===== config.mk =====
export PLATFORM = sky130hd
export DESIGN_NAME = mvm_seq_mac
export DESIGN_NICKNAME = d
export VERILOG_FILES = /design/src/rtl/mvm_pkg.sv /design/src/rtl/mvm_mac_lane.sv /design/src/rtl/mvm_seq_mac.sv
export SDC_FILE = /design/constraint.sdc
export NUM_CORES = 1
export LEC_CHECK = 0
export CORE_ASPECT_RATIO = 0.7
export CORE_UTILIZATION = 50
export DETAILED_ROUTE_END_ITERATION = 8
export MAX_ROUTING_LAYER = met4
export PLACE_DENSITY = 0.84
export SLEW_MARGIN = 30
export SYNTH_ARGS = -nofsm -noshare
export SYNTH_HDL_FRONTEND = slang
export SYNTH_SLANG_ARGS = --single-unit

===== constraint.sdc =====
create_clock -name CLOCK_50 -period 25 [get_ports CLOCK_50]
set_input_delay 2.5 -clock CLOCK_50 [delete_from_list [all_inputs] [get_ports CLOCK_50]]
set_output_delay 2.5 -clock CLOCK_50 [all_outputs]
set_load 0.005 [all_outputs]

===== src/rtl/mvm_pkg.sv =====
// Shared types and arithmetic helpers for the sequential matrix-vector MAC.
// Helpers take a run-time width n (n <= N_MAX) so any element width fits.
package mvm_pkg;

   localparam int N_MAX = 8;

   typedef logic [N_MAX-1:0]   elem_t;
   typedef logic [2*N_MAX-1:0] prod_t;

   typedef enum logic [1:0] {
      IDLE    = 2'd0,
      COMPUTE = 2'd1,
      DONE    = 2'd2
   } state_t;

   function automatic elem_t mask_n(input int n);
      return elem_t'((32'd1 << n) - 32'd1);
   endfunction

   // Product does not fit in n bits.
   function automatic logic prod_ovf(input prod_t p, input int n);
      return (p >> n) != '0;
   endfunction

   function automatic elem_t sat_prod(input prod_t p, input int n);
      return prod_ovf(p, n) ? mask_n(n) : (p[N_MAX-1:0] & mask_n(n));
   endfunction

   function automatic elem_t wrap_prod(input prod_t p, input int n);
      return p[N_MAX-1:0] & mask_n(n);
   endfunction

   // Carry out of an n-bit addition.
   function automatic logic add_ovf(input elem_t a, input elem_t b,
                                    input int n);
      logic [N_MAX:0] s;
      s = {1'b0, a} + {1'b0, b};
      return (s >> n) != '0;
   endfunction

   function automatic elem_t sat_addN(input elem_t a, input elem_t b,
                                      input int n);
      return add_ovf(a, b, n) ? mask_n(n) : ((a + b) & mask_n(n));
   endfunction

   function automatic elem_t wrap_addN(input elem_t a, input elem_t b,
                                       input int n);
      return (a + b) & mask_n(n);
   endfunction

endpackage


===== src/rtl/mvm_mac_lane.sv =====
// One MAC lane: N x N unsigned multiply, mode-adjusted to N bits.
// Ports: i_w/i_u operands, i_sat_en mode, o_prod result, o_prod_ovf flag.
module mvm_mac_lane
   import mvm_pkg::*;
#(
   parameter int N = 8
) (
   input  logic [N-1:0] i_w,
   input  logic [N-1:0] i_u,
   input  logic         i_sat_en,
   output logic [N-1:0] o_prod,
   output logic         o_prod_ovf
);

   prod_t w_p;
   elem_t w_r;

   assign w_p = prod_t'(i_w) * prod_t'(i_u);

   assign w_r = i_sat_en ? sat_prod(w_p, N)
                         : wrap_prod(w_p, N);

   assign o_prod     = w_r[N-1:0];
   assign o_prod_ovf = prod_ovf(w_p, N);

endmodule


===== src/rtl/mvm_seq_mac.sv =====
// Sequential R x S matrix by S-vector product over L MAC lanes.
// Ports: CLOCK_50/reset_n, in_valid/in_ready + sat_en/w/u in,
//        out_valid/out_ready + v/ovf out.
module mvm_seq_mac
   import mvm_pkg::*;
#(
   parameter int N = 8,
   parameter int S = 4,
   parameter int R = 4,
   parameter int L = 2
) (
   input  logic             CLOCK_50,
   input  logic             reset_n,
   input  logic             in_valid,
   output logic             in_ready,
   input  logic             sat_en,
   input  logic [R*S*N-1:0] w,
   input  logic [S*N-1:0]   u,
   output logic [R*N-1:0]   v,
   output logic             out_valid,
   input  logic             out_ready,
   output logic             ovf
);

   localparam int C  = S / L;
   localparam int CW = (C > 1) ? $clog2(C) : 1;
   localparam int RW = (R > 1) ? $clog2(R) : 1;

   if ((S % L) != 0) begin : g_chk_l
      $error("mvm_seq_mac: L must divide S");
   end
   if (N > N_MAX) begin : g_chk_n
      $error("mvm_seq_mac: N exceeds mvm_pkg::N_MAX");
   end

   state_t           r_state;
   state_t           w_next;
   logic [R*S*N-1:0] r_w;
   logic [S*N-1:0]   r_u;
   logic             r_sat;
   logic [RW-1:0]    r_row;
   logic [CW-1:0]    r_col;
   logic [N-1:0]     r_acc;
   logic [R*N-1:0]   r_v;
   logic             r_ovf;

   logic [L*N-1:0]   w_wl;
   logic [L*N-1:0]   w_ul;
   logic [L*N-1:0]   w_prod;
   logic [L-1:0]     w_povf;
   elem_t            w_pk;
   elem_t            w_sum;
   logic             w_cov;
   logic             w_accept;
   logic             w_last_col;
   logic             w_last_row;

   assign w_accept   = (r_state == IDLE) && in_valid;
   assign w_last_col = (r_col == CW'(C - 1));
   assign w_last_row = (r_row == RW'(R - 1));

   // Operand select for the current chunk of the current row.
   always_comb begin
      w_wl = '0;
      w_ul = '0;
      for (int k = 0; k < L; k++) begin
         w_wl[k*N +: N] =
            r_w[(int'(r_row)*S + int'(r_col)*L + k)*N +: N];
         w_ul[k*N +: N] =
            r_u[(int'(r_col)*L + k)*N +: N];
      end
   end

   for (genvar k = 0; k < L; k++) begin : g_lane
      mvm_mac_lane #(
         .N(N)
      ) u_lane (
         .i_w       (w_wl[k*N +: N]),
         .i_u       (w_ul[k*N +: N]),
         .i_sat_en  (r_sat),
         .o_prod    (w_prod[k*N +: N]),
         .o_prod_ovf(w_povf[k])
      );
   end

   // Chunk reduction onto the accumulator. A chain of clamped adds
   // equals min(total, max) because all terms are non-negative.
   always_comb begin
      w_sum = elem_t'(r_acc);
      w_cov = 1'b0;
      w_pk  = '0;
      for (int k = 0; k < L; k++) begin
         w_pk  = elem_t'(w_prod[k*N +: N]);
         w_cov = w_cov | w_povf[k] | add_ovf(w_sum, w_pk, N);
         w_sum = r_sat ? sat_addN(w_sum, w_pk, N)
                       : wrap_addN(w_sum, w_pk, N);
      end
   end

   always_ff @(posedge CLOCK_50 or negedge reset_n) begin
      if (!reset_n) begin
         r_state <= IDLE;
      end else begin
         r_state <= w_next;
      end
   end

   always_comb begin
      w_next = r_state;
      unique case (r_state)
         IDLE: begin
            if (in_valid) begin
               w_next = COMPUTE;
            end
         end
         COMPUTE: begin
            if (w_last_col && w_last_row) begin
               w_next = DONE;
            end
         end
         DONE: begin
            if (out_ready) begin
               w_next = IDLE;
            end
         end
         default: w_next = IDLE;
      endcase
   end

   always_ff @(posedge CLOCK_50 or negedge reset_n) begin
      if (!reset_n) begin
         r_w   <= '0;
         r_u   <= '0;
         r_sat <= 1'b0;
         r_row <= '0;
         r_col <= '0;
         r_acc <= '0;
         r_v   <= '0;
         r_ovf <= 1'b0;
      end else if (w_accept) begin
         r_w   <= w;
         r_u   <= u;
         r_sat <= sat_en;
         r_row <= '0;
         r_col <= '0;
         r_acc <= '0;
         r_v   <= '0;
         r_ovf <= 1'b0;
      end else if (r_state == COMPUTE) begin
         r_ovf <= r_ovf | w_cov;
         if (w_last_col) begin
            r_v[int'(r_row)*N +: N] <= w_sum[N-1:0];
            r_acc <= '0;
            r_col <= '0;
            r_row <= r_row + RW'(1);
         end else begin
            r_acc <= w_sum[N-1:0];
            r_col <= r_col + CW'(1);
         end
      end
   end

   assign in_ready  = (r_state == IDLE);
   assign out_valid = (r_state == DONE);
   assign v         = r_v;
   assign ovf       = r_ovf;

endmodule

---- Yosys cells after proc, flatten, opt, wreduce, memory -nomap -nowiden ----
Cells that the tools add are included.
storage, ports and cells
  bits in registers ....................... 207
  output and inout port bits .............. 35
  logic and storage cells ................. 73
cells by class
  muxes and demuxes ....................... 27
  shift operators ......................... 6
  eq/ne operators ......................... 6
  bitwise logic cells ..................... 4
  add/subtract/negate cells ............... 10
  reduce and logical (&&, ||, !) cells .... 9
  multiply operators ...................... 2
operators by type and width
  operator                 count
  $shiftx 128x10->8        1
  $shiftx 128x32->8        1
  $mux 32                  3
  $mux 8                   11
  $neg 5->33               1
  $shift 8x33->32 const A  1
  $shiftx 8x33->32         1
  $bwmux 32                1
  $mul 8x8->16             2
  $reduce_bool 16->1       2
  $shiftx 32x6->8          1
  $shiftx 32x7->8          1
  $add 8x8->9              2
  $add 8x8->8              2
  $mux 2                   6
  $add 5x1->6 const B      1
  $pmux 2 s3               1
  $add 4x2->5              1
  $mux 1                   5
  $eq 2x2->1 const B       2
  $ne 2x2->1 const B       2
  $or 1x1->1               4
  $reduce_bool 2->1        2
  $add 2x1->3 const B      1
  8 further kinds          9

---- Longest topological paths before layout ----
Gate-level depths: netlist of run 1.
  depth in word-level cells ............... 17
  mapped depth ............................ 44

---- By module ----
A second synthesis of run 1 with hierarchy kept.
second synthesis, totals
  cells, all modules ...................... 1,268
  area, all modules ....................... 14,292.5 µm²
by module, submodules not included
  module                            cells an instance  area each (µm²)  instances  seq. area each (µm²)
  mvm_seq_mac                       715                9,664.3          1          5,180.0
  mvm_mac_lane at g_lane[0].u_lane  281                2,326.0          1          0.0
  mvm_mac_lane at g_lane[1].u_lane  272                2,302.2          1          0.0

---- Worst setup path after synthesis of run 1 ----
Ideal clock, no wire load.
  path kind ............................... flip-flop to flip-flop
  start point ............................. register r_row[0]
  end point ............................... register r_v[14], in the netlist v[14]
  cell stages (with the launch flop) ...... 44
  arrival ................................. 9,729 ps
  slack ................................... 15,138 ps
  setup time .............................. 133 ps
  clock period less this slack ............ 9,862 ps
  path through ............................ dfrtp_1 clkbuf_1 clkbuf_1 mux4_2 mux2i_1 nand2b_1 fa_1 fa_1 inv_1 fa_1 inv_1 fa_1 inv_1 ha_1 a21oi_1 o211ai_1 nand4_1 a31oi_1 [8 not listed] o21a_1 o21a_1 o21a_1 o21a_1 o21a_1 o21ai_1 nand2b_1 ha_1 fa_1 a21oi_1 o21bai_1 a21oi_1 nor2b_1 or4_1 and3_1 clkbuf_1 a21oi_1 o21ai_0
between the ends
  longest elaborated chain between the ends .. 17
  elaborated cells between the ends (all ways) .. 27
ends and longest elaborated chain
  item                                               RTL line                                     text
  from (decl)                                        mvm_seq_mac.sv:41                            logic [RW-1:0] r_row;
  from (signal assigned)                             mvm_seq_mac.sv:155                           r_row <= r_row + RW'(1);
  $add 4x2->5                                        mvm_seq_mac.sv:68                            r_w[(int'(r_row)*S + int'(r_col)*L + k)*N +: N];
  $shiftx 128x32->8                                  mvm_seq_mac.sv:68
  $mul 8x8->16                                       mvm_mac_lane.sv:18                           assign w_p = prod_t'(i_w) * prod_t'(i_u);
  $reduce_bool 16->1                                 mvm_pkg.sv:22                                return (p >> n) != '0;
  $mux 8                                             mvm_pkg.sv:26                                return prod_ovf(p, n) ? mask_n(n) : (p[N_MAX-1:0] & mask_n(n));
  $mux 8                                             mvm_mac_lane.sv:20                           assign w_r = i_sat_en ? sat_prod(w_p, N)
  $add 8x8->8 / $add 8x8->9 (equally long branches)  mvm_pkg.sv:43, mvm_pkg.sv:48, mvm_pkg.sv:37
  $mux 8                                             mvm_pkg.sv:43                                return add_ovf(a, b, n) ? mask_n(n) : ((a + b) & mask_n(n));
  $mux 8                                             mvm_seq_mac.sv:95                            w_sum = r_sat ? sat_addN(w_sum, w_pk, N)
  $add 8x8->8 / $add 8x8->9 (equally long branches)  mvm_pkg.sv:43, mvm_pkg.sv:48, mvm_pkg.sv:37
  $mux 8                                             mvm_pkg.sv:43
  $mux 8                                             mvm_seq_mac.sv:95
  $shiftx 8x33->32                                   mvm_seq_mac.sv:152                           r_v[int'(r_row)*N +: N] <= w_sum[N-1:0];
  $bwmux 32 *                                        mvm_seq_mac.sv:152
  $mux 32 *                                          mvm_seq_mac.sv:151                           if (w_last_col) begin
  $mux 32 *                                          mvm_seq_mac.sv:149                           end else if (r_state == COMPUTE) begin
  $mux 32 *                                          mvm_seq_mac.sv:140                           end else if (w_accept) begin
  to (signal, indexed assignment)                    mvm_seq_mac.sv:152
  to (decl)                                          mvm_seq_mac.sv:44                            logic [R*N-1:0] r_v;
Mark *: on every way between the ends. The rest lies on a longest branch, timed or not. The select of a mux whose other input is x is not followed.
A chain may end at the register's enable or synchronous reset.

---- Worst setup path in the final report of run 1 ----
  start point ............................. register r_col
  end point ............................... register r_acc[6]
between the ends
  longest elaborated chain between the ends .. 15
  elaborated cells between the ends (all ways) .. 26
ends and longest elaborated chain
  item                                               RTL line                                     text
  from (decl)                                        mvm_seq_mac.sv:42                            logic [CW-1:0] r_col;
  from (signal assigned)                             mvm_seq_mac.sv:158                           r_col <= r_col + CW'(1);
  $add 4x2->5                                        mvm_seq_mac.sv:68
  $shiftx 128x32->8                                  mvm_seq_mac.sv:68
  $mul 8x8->16                                       mvm_mac_lane.sv:18
  $reduce_bool 16->1                                 mvm_pkg.sv:22
  $mux 8                                             mvm_pkg.sv:26
  $mux 8                                             mvm_mac_lane.sv:20
  $add 8x8->8 / $add 8x8->9 (equally long branches)  mvm_pkg.sv:43, mvm_pkg.sv:48, mvm_pkg.sv:37
  $mux 8                                             mvm_pkg.sv:43
  $mux 8                                             mvm_seq_mac.sv:95
  $add 8x8->8 / $add 8x8->9 (equally long branches)  mvm_pkg.sv:43, mvm_pkg.sv:48, mvm_pkg.sv:37
  $mux 8                                             mvm_pkg.sv:43
  $mux 8                                             mvm_seq_mac.sv:95
  $mux 8 *                                           mvm_seq_mac.sv:151
  $mux 8 *                                           mvm_seq_mac.sv:149
  $mux 8 *                                           mvm_seq_mac.sv:140
  to (signal assigned)                               mvm_seq_mac.sv:157                           r_acc <= w_sum[N-1:0];
  to (decl)                                          mvm_seq_mac.sv:43                            logic [N-1:0] r_acc;
Marks and branches as above.

==> metrics.yaml, run 1 <==
syn_avg_cell_area_sq_um: 11.4
setup_tns_ns: 0
dieWidth_um: 199
rsz0062_at_grt: "no"
final_area_sq_mm: 0.0168
cp_top_family: "compound AO/OA/AOI/OAI gates"
cts_buffers: 22
clock_skew_ns: 0.0137
drt-initial-drc-count: 531
antenna_found_initial: 3
timing.rr.end: "r_acc[6]"
grt_pass1_vias: 10500
nNetsFinal: 1721
min_period_ns: 11.58
worst-path-stages: 41
final_cell_count_no_fill: 1770
postCtsSetupBuffers: 0
grt_max_degree: 101
die_area_sq_mm: 0.0279
cap_violations: 0
ys_seq_area_share_pct: 38.1
netlist_instances: 1193
final_cell_mix: "dfrtp_1 (205), clkdlybuf4s50_1 (198), mux2_2 (172)"
cts_max_path_buffers: 3
io_pins: 200
htree_levels: 1
core_area_sq_mm: 0.0267
grt_pass1_wl_um: 54700
grt_use_total_pct: 26.0
grt-ovfl-total: 0
layout_commonest_cell: "dfrtp_1"
ff2ff_path_depth: 41
synth_cell_types: 48
post_cts_resized: 0
clock.fmax_mhz: 86.4
chipHeight_um: 140
vias: 9786
rows: 50
io_buffers: 199
clk_pin_slew_ns: 0.07
fin_ws_ns: 13.42
cp_common_cell: "fa_1"
dpl.cell_count: 1729
arrival_ns: 11.97
synth_ff_type: "dfrtp_1"
clk_latency_ns: 0.53
firstDrtPassIters: 5
reg2reg_slack_ns: 13.42
timing.final.crit_share_pct: 46.3
drive_above_1_share_pct: 18.9
place_ws_ns: 13.50
hold_end: "v[11]"
start_util_pct: 50.9
hold_start: "v[11]"
start_kind: "flip-flop"
syn2layout_area_growth_pct: 23.3
cp_num_buf_inv: 5
wl_um: 33800
postRouteAntennaNets: 0
synth_edf_count: 0
place_congestion: 0.966
hold_path_class: "reg2reg"
netlist_area_sq_mm: 0.0136
slew_viol_final: 0
end_kind: "flip-flop"
async_flop_share_pct: 100
placed_area_sq_mm: 0.0160
synthesis.nets: 1525
viasPerCell: 5.53
synth-seq-cells: 207
worst_pin_slew_ns: 0.953
hold_buffers: 0
whs_path_depth: 2
max_stage_delay_ns: 0.70
synth_warnings: 0
drcViolationCount: 0
path_max_fanout: 33
hpwl_um: 26100
rr_startpoint: "r_col"
cts_tree: "done"
cts_root_buf: "clkbuf_16"
setup_violations: 0
critPathRequiredTime_ns: 25.39
hold_violations: 0
cts.sinks: 207
status: "complete, no violations"
wire_per_inst_um: 19.1
slowest_stage: "dfrtp_4"
critPathKind: "reg2reg"
slew_headroom_pct: 34.6
layout make-up:
class                      count  area [sq um]
fill                        2069          9960
multi-input combinational    839          7860
clock buffer                  28           603
tap                          364           455
clock inverter                10           155
timing repair buffer         206          2070
antenna                        3          7.51
inverter                     113           424
sequential                   207          5180
synthesized netlist by cell type (all sizes together), types with 3 or more instances:
master	count	share of area, %
dfrtp	207	38
mux4	32	5.3
buf	8	0.26
clkbuf	26	0.72
a21oi	41	1.5
o21ai	63	2.3
a31oi	3	0.14
nand4	3	0.14
mux2i	20	1.5
xor2	6	0.39
nor2b	14	0.64
nor2	70	1.9
nand2	120	3.3
ha	93	8.6
a21o	9	0.50
o211ai	5	0.28
nand2b	32	1.5
xnor2	18	1.2
o21bai	5	0.28
a211oi	4	0.29
inv	113	3.1
and2	7	0.32
mux2	172	14
nand3	7	0.26
o21a	5	0.28
nor3	6	0.22
or2	10	0.46
fa	74	11
layer usage:
metal	part of all wire, %	GRT usage (%)
met4	2.9	7.77
met1	43	33.6
met2	46	39.8
met3	8.3	7.49
met5	0	-
registers in the layout, summed over array words and instances (netlist names):
name and cells:
r_sat 1, ovf 1, r_state 2, v 32, r_u 32, r_col 1
r_row 2, r_w 128, r_acc 8
worst max path at each step:
stage              from        to  slack [ns]
5_1_grt           r_col      v[9]       12.64
3_3_place_gp      r_col      v[6]       13.86
2_1_floorplan  r_row[0]     v[14]       15.14
6_report          r_col  r_acc[6]       13.42
4_1_cts           r_col     v[21]       13.45
3_5_place_dp      r_col     v[22]       13.50
metrics by stage:
stage,utilization [%],hold slack (ns)
2_1_floorplan,-,0.456
3_3_place_gp,59.8,0.464
3_5_place_dp,59.9,0.470
4_1_cts,62.7,0.484
5_1_grt,62.7,0.515
6_report,62.7,0.477
kinds of logic after synthesis:
| family | synth area share, % |
|---|---|
| AOI/OAI and AO/OA | 6.50 |
| xor gates and xnor gates | 1.55 |
| adders and majority gates | 19.5 |
| buffers and inverters | 4.10 |
| DFF | 38.1 |
| muxes | 21.0 |
| and+or+nand+nor | 9.24 |
worst register-to-register path, delay by kind of cell, from the launching register on:
| kind | cells | cell delay (ns) |
|---|---|---|
| buffers and inverters | 5 | 0.85 |
| and+or+nand+nor | 8 | 1.63 |
| DFF | 1 | 0.70 |
| AOI/OAI and AO/OA | 17 | 3.56 |
| adders and majority gates | 9 | 3.47 |
| muxes | 2 | 1.24 |
Power of run 1 is left out: the tool's default activity adds up to more than one toggle a clock period on the data nets, which glitch-free logic cannot reach.
==> run 2: changes to the inputs <==
PLACE_DENSITY = 0.87   (was 0.84)
clock period = 9.67 ns   (was 25 ns; I/O delays follow)
==> run 2 against run 1 <==
Worst hold slack lost 0.015 ns. Critical path type unchanged. Count of clock-buffer cells in the layout increased by 1. Wire length rose by 9.4%. Cell area grew 4.0%. Die area unchanged. Non-clock buffer count increased by 47. Worst setup slack got worse by 14 ns. Register-to-register slack got worse by 14 ns. Largest cell class unchanged. Clock skew increased by 0.0049 ns. Critical path depth is 2 higher. First-iteration DRC count grew 39%. Critical endpoint is now v[28]. Core utilization up 2.5 points. The flow now finishes with violations (setup timing).
==> metrics.yaml, run 2 (same netlist as run 1, synthesis figures left out) <==
fill_cells: 1981  # was 2069
wire_per_inst_um: 20.4  # was 19.1 um
cts_buffers: 21  # was 22
place_congestion: 0.975  # was 0.966
hold_path_class: "in2async"  # was reg2reg
start_kind: "flip-flop"  # unchanged
grt_util_met2_pct: 42.4  # was 39.8%
use_met1_pct: 37.6  # was 33.6%
path_max_fanout: 8  # was 33
status: "finished with violations"  # was complete, no violations
grt_max_degree: 131  # was 101
antenna_found_initial: 0  # was 3
timing.final.crit_share_pct: 101  # was 46.3%
postRouteAntennaNets: 0  # unchanged
cp_common_cell: "o21a_1"  # was fa_1
largest_register_ffs: 128  # unchanged
fin_util_pct: 65.2  # was 62.7%
hold_violations: 0  # unchanged
grt_pass1_wl_um: 56900  # was 54700 um
clock.fmax_mhz: 103  # was 86.4 MHz
min_period_ns: 9.75  # was 11.58 ns
grt_pass1_vias: 10500  # about the same
critPathKind: "reg2reg"  # unchanged
rr_startpoint: "r_col"  # unchanged
drcViolationCount: 0  # unchanged
nNetsFinal: 1767  # was 1721
end_kind: "flip-flop"  # unchanged
arrival_ns: 10.12  # was 11.97 ns
reg2reg_slack_ns: -0.08  # was 13.42 ns
clk_latency_ns: 0.53  # about the same
start_util_pct: 50.9  # unchanged
htree_levels: 1  # unchanged
slowest_stage: "fa_1"  # was dfrtp_4
wl_um: 37000  # was 33800 um
grt-busiest-layer: "met2"  # unchanged
cts_max_path_buffers: 3  # unchanged
clk_pin_slew_ns: 0.07  # about the same
drive_above_1_share_pct: 26.4  # was 18.9%
grt_use_total_pct: 27.4  # was 26.0%
grt-ovfl-total: 0  # unchanged
syn2layout_area_growth_pct: 28.2  # was 23.3%
hpwl_um: 27800  # was 26100 um
die_area_sq_mm: 0.0279  # unchanged
slew_headroom_pct: 34.2  # was 34.6%
fin_ws_ns: -0.0833  # was 13.42 ns
max_stage_delay_ns: 0.56  # was 0.70 ns
clock_skew_ns: 0.0185  # was 0.0137 ns
firstDrtPassIters: 5  # unchanged
violations: "setup timing"
cts_tree: "done"  # unchanged
rows: 50  # unchanged
n_antenna_cell: 0  # was 3
worst_pin_slew_ns: 0.959  # was 0.953 ns
cts.sinks: 207  # unchanged
io_buffers: 199  # unchanged
regMostFlops: "r_w"  # unchanged
critPathRequiredTime_ns: 10.04  # was 25.39 ns
setup_violations: 11  # was 0
cts_root_buf: "clkbuf_16"  # unchanged
layout_commonest_cell: "dfrtp_1"  # unchanged
slew_viol_final: 0  # unchanged
timing.rr.end: "v[28]"  # was r_acc[6]
cap_violations: 0  # unchanged
rsz0062_at_grt: "yes"  # was no
drt-initial-drc-count: 737  # was 531
io_pins: 200  # unchanged
ff2ff_path_depth: 43  # was 41
vias: 10100  # was 9786
hold_buffers: 0  # unchanged
grt.met3_usage_pct: 5.78  # was 7.49%
dieWidth_um: 199  # unchanged
viasPerCell: 5.58  # was 5.53
final_cell_mix: "dfrtp_1 (205), clkdlybuf4s50_1 (198), mux2_2 (171)"  # was dfrtp_1 (205), clkdlybuf4s50_1 (198), mux2_2 (172)
chipHeight_um: 140  # unchanged
core_area_sq_mm: 0.0267  # unchanged
run 2: changes by cell type in the layout (fill, tap and decap cells not counted), moves of 6 or more:
cell and delta:
buf_4 +38, ha_1 -10, ha_4 +6, nand2_1 -14
nand2_2 +11, nor2_1 -8, nor2_4 +7, o21ai_0 -34
o21ai_1 +18, o21ai_2 +16
run 2: worst max-delay path by stage:
stage	from	endpoint	slack (ns)
after floorplan	r_col	v[14]	0.01
after global placement	r_col	v[15]	0.06
after detailed placement	r_col	v[30]	-0.32
after CTS	r_col	v[28]	-0.006
after global routing	r_col	v[28]	-0.39
final	r_col	v[28]	-0.08
run 2: repair_timing:
action | CTS | global route
pin swaps | 0 | 67
setup buffers | 4 | 16
resized for setup | 14 | 119
endpoints found under the setup margin | 40 | 41
run 2: cell type report:
cell class | count | area [sq um] | share of cell area, %
repair buffers | 253 | 2480 | 14.3
multi-input cells | 839 | 8220 | 47.2
clock inverters | 8 | 55.1 | 0.316
flip-flops and latches | 207 | 5190 | 29.8
well taps | 364 | 455 | 2.61
inverters | 113 | 424 | 2.43
clock buffers | 29 | 596 | 3.42
run 2: per-stage QoR:
step / TNS [ns] / std cells / area, sq um / worst slack (ns) / hold WS (ns)
finish: -0.295 / 1813 / 17400 / -0.0833 / 0.462
global route: -12.37 / 1813 / 17400 / -0.385 / 0.503
CTS: -0.00982 / 1797 / 16900 / -0.00629 / 0.483
detailed placement: -10.11 / 1756 / 16200 / -0.318 / 0.470
global placement: 0 / 1756 / 16200 / 0.0587 / 0.466
floorplan: 0 / 1193 / 13600 / 0.0109 / 0.456
run 2: critical path, delay by kind of cell (launching register included):
| family | cells | cell delay, ns |
|---|---|---|
| multiplexers | 1 | 0.46 |
| buffers and inverters | 6 | 0.51 |
| flip-flops | 1 | 0.49 |
| AND/OR/NAND/NOR | 10 | 1.58 |
| adder cells (fa/ha/maj) | 9 | 3.36 |
| AO/OA/AOI/OAI | 17 | 3.18 |
run 2: metal layers:
layer / vias up / share of wire (%)
met5: - / 0
met4: 0 / 1.8
met3: 52 / 7.2
met2: 369 / 48
met1: 5112 / 43
li1: 4575 / -
Power of run 2 is left out for the same reason.
==> run 3: changes to the inputs <==
clock period = 8.45 ns   (was 9.67 ns; I/O delays follow)
==> run 3 against run 2 <==
The flow still finishes with violations (setup timing). Die area stayed put. Cell count is 4.4% higher. Sequential share of layout area is 0.96 points lower. Worst setup slack worse by 0.90 ns. Count of clock-buffer cells in the layout stayed put. Wire length is 0.76% higher. Core utilization is 2.1 points higher.
==> metrics.yaml, run 3 (same netlist as run 1, synthesis figures left out) <==
status: "finished with violations"  # unchanged
violations: "setup timing"  # unchanged
cts_root_buf: "clkbuf_16"  # unchanged
hold_buffers: 0  # unchanged
clock.fmax_mhz: 106  # was 103 MHz
end_kind: "flip-flop"  # unchanged
rows: 50  # unchanged
seqCellArea_sq_mm: 0.00518  # was 0.00519 sq mm
rsz0062_at_grt: "yes"  # unchanged
fin_ws_ns: -0.985  # was -0.0833 ns
slew_headroom_pct: 40.0  # was 34.2%
rr_startpoint: "r_col"  # unchanged
final_cell_mix: "dfrtp_1 (205), clkdlybuf4s50_1 (198), mux2_2 (172)"  # was dfrtp_1 (205), clkdlybuf4s50_1 (198), mux2_2 (171)
whs_ns: 0.196  # was 0.462 ns
firstDrtPassIters: 6  # was 5
ff2ff_path_depth: 42  # was 43
wl_um: 37200  # was 37000 um
die_area_sq_mm: 0.0279  # unchanged
fin_util_pct: 67.4  # was 65.2%
regMostFlops: "r_w"  # unchanged
hpwl_um: 28500  # was 27800 um
drt-initial-drc-count: 648  # was 737
final_cell_count_no_fill: 1892  # was 1813
layout_commonest_cell: "dfrtp_1"  # unchanged
reg2reg_slack_ns: -0.99  # was -0.08 ns
start_util_pct: 50.9  # unchanged
critPathRequiredTime_ns: 8.84  # was 10.04 ns
hold_violations: 0  # unchanged
htree_levels: 1  # unchanged
path_max_fanout: 6  # was 8
grt_use_total_pct: 28.5  # was 27.4%
io_buffers: 199  # unchanged
timing.rr.end: "v[27]"  # was v[28]
wire_per_inst_um: 19.7  # was 20.4 um
grt_pass1_wl_um: 59300  # was 56900 um
fill_cells: 1911  # was 1981
chipHeight_um: 140  # unchanged
cts_max_path_buffers: 3  # unchanged
dpl.cell_count: 1833  # was 1756
arrival_ns: 9.82  # was 10.12 ns
cts_tree: "done"  # unchanged
nNetsFinal: 1843  # was 1767
cap_violations: 0  # unchanged
worst_pin_slew_ns: 0.899  # was 0.959 ns
final_area_sq_mm: 0.0180  # was 0.0174 sq mm
antenna_found_initial: 3  # was 0
postRouteAntennaNets: 0  # unchanged
cp_common_cell: "o21a_1"  # unchanged
place_congestion: 0.933  # was 0.975
viasPerCell: 5.51  # was 5.58
slowest_stage: "fa_1"  # unchanged
cts_buffers: 22  # was 21
placed_area_sq_mm: 0.0169  # was 0.0162 sq mm
core_area_sq_mm: 0.0267  # unchanged
crit_start: "r_col"  # unchanged
syn2layout_area_growth_pct: 32.4  # was 28.2%
min_period_ns: 9.44  # was 9.75 ns
cts.sinks: 207  # unchanged
timing.final.crit_share_pct: 112  # was 101%
multiInputGateArea_sq_mm: 0.00809  # was 0.00822 sq mm
drcViolationCount: 0  # unchanged
clk_latency_ns: 0.54  # was 0.53 ns
io_pins: 200  # unchanged
drive_above_1_share_pct: 28.6  # was 26.4%
slew_viol_final: 0  # unchanged
dieWidth_um: 199  # unchanged
grt_max_degree: 130  # was 131
clk_pin_slew_ns: 0.07  # about the same
grt_pass1_vias: 11100  # was 10.5k
hold_path_class: "in2async"  # unchanged
clock_skew_ns: 0.0155  # was 0.0185 ns
critPathKind: "reg2reg"  # unchanged
setup_violations: 41  # was 11
max_stage_delay_ns: 0.55  # was 0.56 ns
largest_register_ffs: 128  # unchanged
vias: 10400  # was 10.1k
start_kind: "flip-flop"  # unchanged
grt-ovfl-total: 0  # unchanged
==> run 3: cell types whose count changed in the layout (fill, tap and decap cells not counted), moves of 5 or more <==
cell / delta
o21ai_2: -5
o21ai_1: +10
nand2_1: +6
ha_1: +5
o21ai_0: -5
buf_4: +73
==> run 3: metrics by stage <==
stage          setup WS [ns]  TNS, ns
2_1_floorplan         -0.615   -23.61
3_3_place_gp          -0.708   -27.33
3_5_place_dp           -1.00   -37.77
4_1_cts               -0.818   -31.56
5_1_grt                -1.33   -51.63
6_report              -0.985   -37.35
==> run 3: worst max path at each step <==
stage	to	slack, ns	cells after the start
floorplan	v[30]	-0.62	43
global placement	v[27]	-0.71	42
global route	v[19]	-1.33	42
detailed placement	v[27]	-1.00	42
finish	v[27]	-0.99	42
CTS	v[13]	-0.82	42
==> run 3: area by class of cell <==
| cell class | instances | area share [%] |
|---|---|---|
| Antenna cell | 3 | 0.0417 |
| Clock buffer | 29 | 3.54 |
| Clock inverter | 9 | 0.654 |
| Inverter | 113 | 2.36 |
| Multi-Input combinational cell | 839 | 45.0 |
| Sequential cell | 207 | 28.8 |
| Tap cell | 364 | 2.53 |
| Timing Repair Buffer | 328 | 17.1 |
==> run 3: worst max-delay path: cells and delay by family (launching register included) <==
family | cells | cell delay (ns)
mux | 2 | 0.74
simple gates | 8 | 1.33
fa+ha+maj | 9 | 3.28
flops | 1 | 0.46
compound gates | 17 | 2.99
buf+inv | 6 | 0.48
==> run 3: timing repair <==
item	in CTS	in global routing
setup buffers	8	7
setup endpoints to repair	41	41
pin swaps	16	24
gates cloned	1	0
gates resized for setup	40	37
==> run 3: layer usage <==
layer,share of wire (%),up-vias,global-route usage (%)
li1,-,4724,-
met1,41,5218,35.6
met2,48,405,45.7
met3,8.1,81,7.42
met4,2.9,0,8.10
met5,0,-,-
Power of run 3 is left out for the same reason.
